### src/rtl/fifo_rd_out_stage.sv
// Read-domain output stage of the async FIFO: pops the FIFO into a 2-entry
// head/skid buffer and presents words on a valid/ready handshake.
module fifo_rd_out_stage #(
  parameter int DATA_WIDTH = 8
) (
  input  logic                  R_CLK,
  input  logic                  R_RST,
  input  logic                  R_EMPTY,
  input  logic [DATA_WIDTH-1:0] RD_DATA,
  output logic                  RINC,
  input  logic                  FLUSH,
  output logic [DATA_WIDTH-1:0] OUT_DATA,
  output logic                  OUT_VALID,
  input  logic                  OUT_READY,
  output logic [1:0]            OCCUPANCY
);

  // Encoding doubles as the local word count.
  typedef enum logic [1:0] {
    ST_EMPTY = 2'd0,
    ST_ONE   = 2'd1,
    ST_TWO   = 2'd2
  } state_e;

  state_e                state_q, state_d;
  logic [DATA_WIDTH-1:0] head_q, head_d;
  logic [DATA_WIDTH-1:0] skid_q, skid_d;
  logic                  push;
  logic                  pop;

  // Pop request looks only at registered state, so the consumer's ready
  // never reaches the read-pointer block combinationally.
  assign push      = R_RST && !R_EMPTY && (state_q != ST_TWO) && !FLUSH;
  assign RINC      = push;
  assign OUT_VALID = (state_q != ST_EMPTY);
  assign OUT_DATA  = head_q;
  assign OCCUPANCY = state_q;
  assign pop       = OUT_VALID && OUT_READY;

  always_comb begin
    // NOTE: every always_comb output gets a default first so no path infers a latch.
    state_d = state_q;
    head_d  = head_q;
    skid_d  = skid_q;
    if (FLUSH) begin
      state_d = ST_EMPTY;
    end else begin
      unique case (state_q)
        ST_EMPTY: begin
          if (push) begin
            state_d = ST_ONE;
            head_d  = RD_DATA;
          end
        end
        ST_ONE: begin
          if (push && !pop) begin
            state_d = ST_TWO;
            skid_d  = RD_DATA;
          end else if (push && pop) begin
            head_d  = RD_DATA;
          end else if (pop) begin
            state_d = ST_EMPTY;
          end
        end
        ST_TWO: begin
          if (pop) begin
            state_d = ST_ONE;
            head_d  = skid_q;
          end
        end
        default: state_d = ST_EMPTY;
      endcase
    end
  end

  // NOTE: head/skid are reset too so OUT_DATA reads 0 out of reset, not X.
  always_ff @(posedge R_CLK or negedge R_RST) begin
    if (!R_RST) begin
      state_q <= ST_EMPTY;
      head_q  <= '0;
      skid_q  <= '0;
    end else begin
      // NOTE: non-blocking assignments keep every flop sampling pre-edge values.
      state_q <= state_d;
      head_q  <= head_d;
      skid_q  <= skid_d;
    end
  end

endmodule

### config.mk
export PLATFORM = sky130hd
export DESIGN_NAME = fifo_rd_out_stage
export DESIGN_NICKNAME = d
export VERILOG_FILES = /design/src/rtl/fifo_rd_out_stage.sv
export SDC_FILE = /design/constraint.sdc
export NUM_CORES = 1
export LEC_CHECK = 0
export BUFFER_PORTS_ARGS = -buffer_cell sky130_fd_sc_hd__buf_2
export CELL_PAD_IN_SITES_DETAIL_PLACEMENT = 2
export CELL_PAD_IN_SITES_GLOBAL_PLACEMENT = 2
export CORE_ASPECT_RATIO = 0.6
export CORE_MARGIN = 10
export CORE_UTILIZATION = 34
export CTS_BUF_LIST = sky130_fd_sc_hd__clkbuf_16
export CTS_CLUSTER_SIZE = 16
export DETAILED_ROUTE_END_ITERATION = 6
export GPL_TIMING_DRIVEN = 0
export PLACE_DENSITY_LB_ADDON = 0.1
export SYNTH_ARGS = -nofsm -noshare
export SYNTH_HDL_FRONTEND = slang
export SYNTH_SLANG_ARGS = --single-unit
export TNS_END_PERCENT = 10
### constraint.sdc
create_clock -name R_CLK -period 3.6 [get_ports R_CLK]
set_input_delay 0.36 -clock R_CLK [delete_from_list [all_inputs] [get_ports R_CLK]]
set_output_delay 0.36 -clock R_CLK [all_outputs]
set_load 0.01 [all_outputs]
# After elaboration in Yosys (flattened, before gate mapping)
# Cells that the tools add are included.
# Widths: inputs -> output; s select.
# word_totals
register_bits	18
latch_bits	0
ramBits	0
rom_bits	0
in_bits	13
output_inout_bits	12
wordCells	42
memories	0
# op_classes
n_addsub	0
n_mul	0
div_mod_pow	0
n_lt_le_gt_ge	0
eq_ne	11
shifts	0
mux	12
n_bitwise	1
n_reduce_logical	15
# op_table
op	n
$mux 8	4
$pmux 8 s3	1
$mux 2	6
$ne 2x2->1 const B	5
$ne 4x4->1 const B	2
$logic_and 1x1->1	6
$ne 3x3->1 const B	2
$pmux 2 s3	1
$reduce_and 6->1	1
$reduce_and 4->1	1
$logic_not 1->1	3
$reduce_and 3->1	1
$reduce_bool 3->1	1
$eq 2x1->1 const B	1
$eq 2x2->1 const B	1
$logic_not 2->1	1
$reduce_bool 2->1	1
$not 1->1	1

# Logic depth before layout (Yosys ltp)
# logic_depth
depth_word	9
depth_mapped	5
depth_no_buf	4

# Least setup slack after synthesis
# Ideal clock, no wire load.
# synth_timing
path_kind	reg-to-reg
from	register state_q[1], in the netlist OCCUPANCY[1]
to	register skid_q[0]
arrival_time_ps	1435
required_time_ps	3475
path_slack_ps	2040
path_stages_with_launch	4
path_buffers	1
synth_period_minus_slack_ps	1560
path_cell_list	dfrtp_1 or4_4 buf_6 mux2_4
# synth_via
elab_chain_len	5
# synth_lines
item	line_no	source
start, declared	25	state_e state_q, state_d;
start signal, assigned	84	state_q <= state_d;
$ne 2x2->1 / $reduce_bool 2->1 (equally long branches)	33, 35	
$logic_and 1x1->1 (on tied branches)	33, 38	
$logic_and 1x1->1 / $logic_not 1->1 (equally long branches)	33, 56	
$logic_and 1x1->1	56	if (push && !pop) begin
$reduce_and 3->1 (no source line) *	n/a	
end signal, assigned	86	skid_q <= skid_d;
end, declared	27	logic [DATA_WIDTH-1:0] skid_q, skid_d;
# Mark *: on every way between the ends. The rest lies on a longest branch, timed or not.
# A chain may end at the register's enable or synchronous reset.

# Final worst setup path
# layout_timing
from	register state_q[1], in the netlist OCCUPANCY[1]
to	output RINC
# layout_via
elab_chain_len	3
# layout_lines
item	line_no	source
$ne 2x2->1	33	assign push = R_RST && !R_EMPTY && (state_q != ST_TWO) && !FLUSH;
$logic_and 1x1->1 (2 in a row)	33	
end, declared	10	output logic RINC,
# Every way passes these cells.

==> results.md <==
- Cts repair resizes: 0
- P_sw: 0.1385 mW
- Syn. warnings: 0
- Final cycle utilization of the critical path: 50.60%
- Final WL: 2.278 mm
- Run status: finished, final reports clean
- CTS root buf: clkbuf_16
- Req. time, crit path: 3.24 ns
- IO Pins: 25
- Final Max Slew Viols: 0
- Max_slew headroom: 67.81%
- P per Cell Area: 525.4 nW/um^2
- Die width: 85.10 um
- Die height: 59.06 um
- Drt initial violations: 11
- Mapped Nets: 83
- Final min period: 1.822 ns
- Hold Violations, Final: 0
- CP arrival: 1.46 ns
- Port Buf Inserts: 24
- Die Area: 5026 um^2
- Reg clk slew, reported paths: 0.05 ns
- Final instance area: 1100 um^2
- Initial antenna violation count: 0
- Leak pwr: 0.5613 nW
- Num CTS Buffers: 3
- DR vias/cell: 5.008
- Largest net degree at the start of global routing: 21
- Register area share after synthesis: 52.10%
- Clock latency on the worst-skew pair: 0.25 ns
- Post-DP HPWL: 1.717 mm
- Number of setup buffers added after CTS: 0
- Hold WS: 0.06891 ns
- Setup violations, final: 0
- Pre-antenna DRT Iters: 4
- Core Area: 2470 um^2
- Distinct cell type count after synthesis: 21
- GP Congestion: 0.7094
- Cell Int Power: 0.4393 mW
- H-tree depth: 1
- Setup TNS: 0 ns
- Sequential share of power: 44.7%
- Worst VDD drop: 0.2902 mV
- Initial Util: 35.01%
- Crit start category: flip-flop
- Comb power frac: 17.8%
- Mapped Area: 864.6 um^2
- Synthesis-to-layout area growth: 27.21%
- Antenna-violating nets left: 0
- Worst-path fanout max: 10
- Worst-Margin Slew: 0.4828 ns
- Site Rows: 14
- DRC Markers: 0
- R2R cell count: 5
- First-pass GRT wire length: 3.870 mm
- Final layout net count: 112
- WL per Instance: 17.66 um
- Switching Share: 23.97%
- Max-cap viol count: 0
- Max Freq: 0.5489 GHz
- Cell Area, Placed: 1025 um^2
- Clock Power Share: 37.5%
- Critical path class: reg2out
- CTS Hold Bufs: 0
- Clock buffer depth: 2
- GRT Total Usage: 9.812%
- Vias: 646
- Seq cells post-synth: 18
- Vias in the first global route: 732
- # clock sinks: 18
- Syn Area/Cell: 12.35 um^2
- RSZ-0062 raised after global routing: false
- Setup crit end kind: primary output
- Post-synthesis cell count: 70
- Ant diodes: 0
- Fin Clk Skew: 0.0008896 ns
- HP Class: in2async
- CTS tree: built
- Layout cell share with drive strength beyond 1: 44.33%
- Total congestion overflow: 0
## power by group through the flow
stage	clock network [mW]	registers, mW	logic [mW]
2_1_floorplan	0	0.267	0.0512
3_3_place_gp	0	0.259	0.101
3_5_place_dp	0	0.262	0.105
4_1_cts	0.224	0.259	0.106
5_1_grt	0.237	0.263	0.116
6_report	0.217	0.258	0.103
## worst max-delay path, stage by stage, from the launching register on
cell and delay [ns]:
dfrtp_1 0.45, nor2b_1 0.17, buf_2 0.23, nor3_1 0.20
buf_2 0.16
## final timing paths
check,start,to,slack (ns)
min in group R_CLK,RD_DATA[6],skid_q[6],0.36
setup / recovery,OCCUPANCY[1],RINC,1.78
hold reg to reg,OUT_DATA[0],OUT_DATA[0],0.48
setup reg to reg,OCCUPANCY[1],OUT_DATA[3],1.88
max in group asynchronous,R_RST,OCCUPANCY[1],3.20
hold / removal,R_RST,OUT_DATA[2],0.07
## metrics by stage
step | setup slack (ns) | power, mW | utilization [%] | instances
finish | 1.778 | 0.5778 | 44.53 | 129
global route | 1.656 | 0.6156 | 44.53 | 129
CTS | 1.759 | 0.5889 | 44.53 | 129
detailed placement | 1.573 | 0.3672 | 41.49 | 126
global placement | 1.615 | 0.3598 | 41.49 | 126
floorplan | 2.040 | 0.3180 | - | 70
## cells in the mapped netlist, drive strengths merged
cell	number	area share (%)
dfrtp	18	52
mux2	10	16
nand2	10	4.3
mux2i	8	9.3
o21ai	8	4.6
buf	3	2.5
nand2b	2	2.3
nor2	2	0.87
a21oi	1	0.58
inv	1	0.43
nor2b	1	0.72
nor3	1	0.58
nor4b	1	1.0
nor4bb	1	1.2
o22a	1	1.0
or2	1	0.72
or4	1	1.3
## cells by family (layout without fill, tap and decap cells)
kind of cell / count (synthesis) / after routing / share of synthesized area (%)
compound gates: 10 / 10 / 6.223
buf+inv: 4 / 31 / 2.894
flops: 18 / 18 / 52.10
mux: 18 / 18 / 25.76
simple gates: 20 / 20 / 13.03
## routing by layer
layer / routed length, um / GRT usage, %
met1: 947 / 11.02
met2: 1162 / 16.38
met3: 153 / 4.670
met4: 14 / 2.804
met5: 0 / 0
## registers in the layout, summed over array words and instances (netlist names)
register	cells
skid_q	8
OCCUPANCY	2
OUT_DATA	8
## cell usage in the layout (no fill, tap or decap), drive strengths merged
master / count
a21oi: 1
buf: 27
clkbuf: 3
dfrtp: 18
inv: 1
mux2: 10
mux2i: 8
nand2: 10
nand2b: 2
nor2: 2
nor2b: 1
nor3: 1
nor4b: 1
nor4bb: 1
o21ai: 8
o22a: 1
or2: 1
or4: 1
## final cells by class
cell class | count | area (um^2)
well taps | 32 | 40.04
flip-flops and latches | 18 | 450.4
inverters | 1 | 3.754
multi-input cells | 48 | 389.1
fillers | 270 | 1370
plain buffers | 3 | 21.27
repair buffers | 24 | 120.1
clock buffers | 3 | 75.07
(Power assumes the default switching activity.)
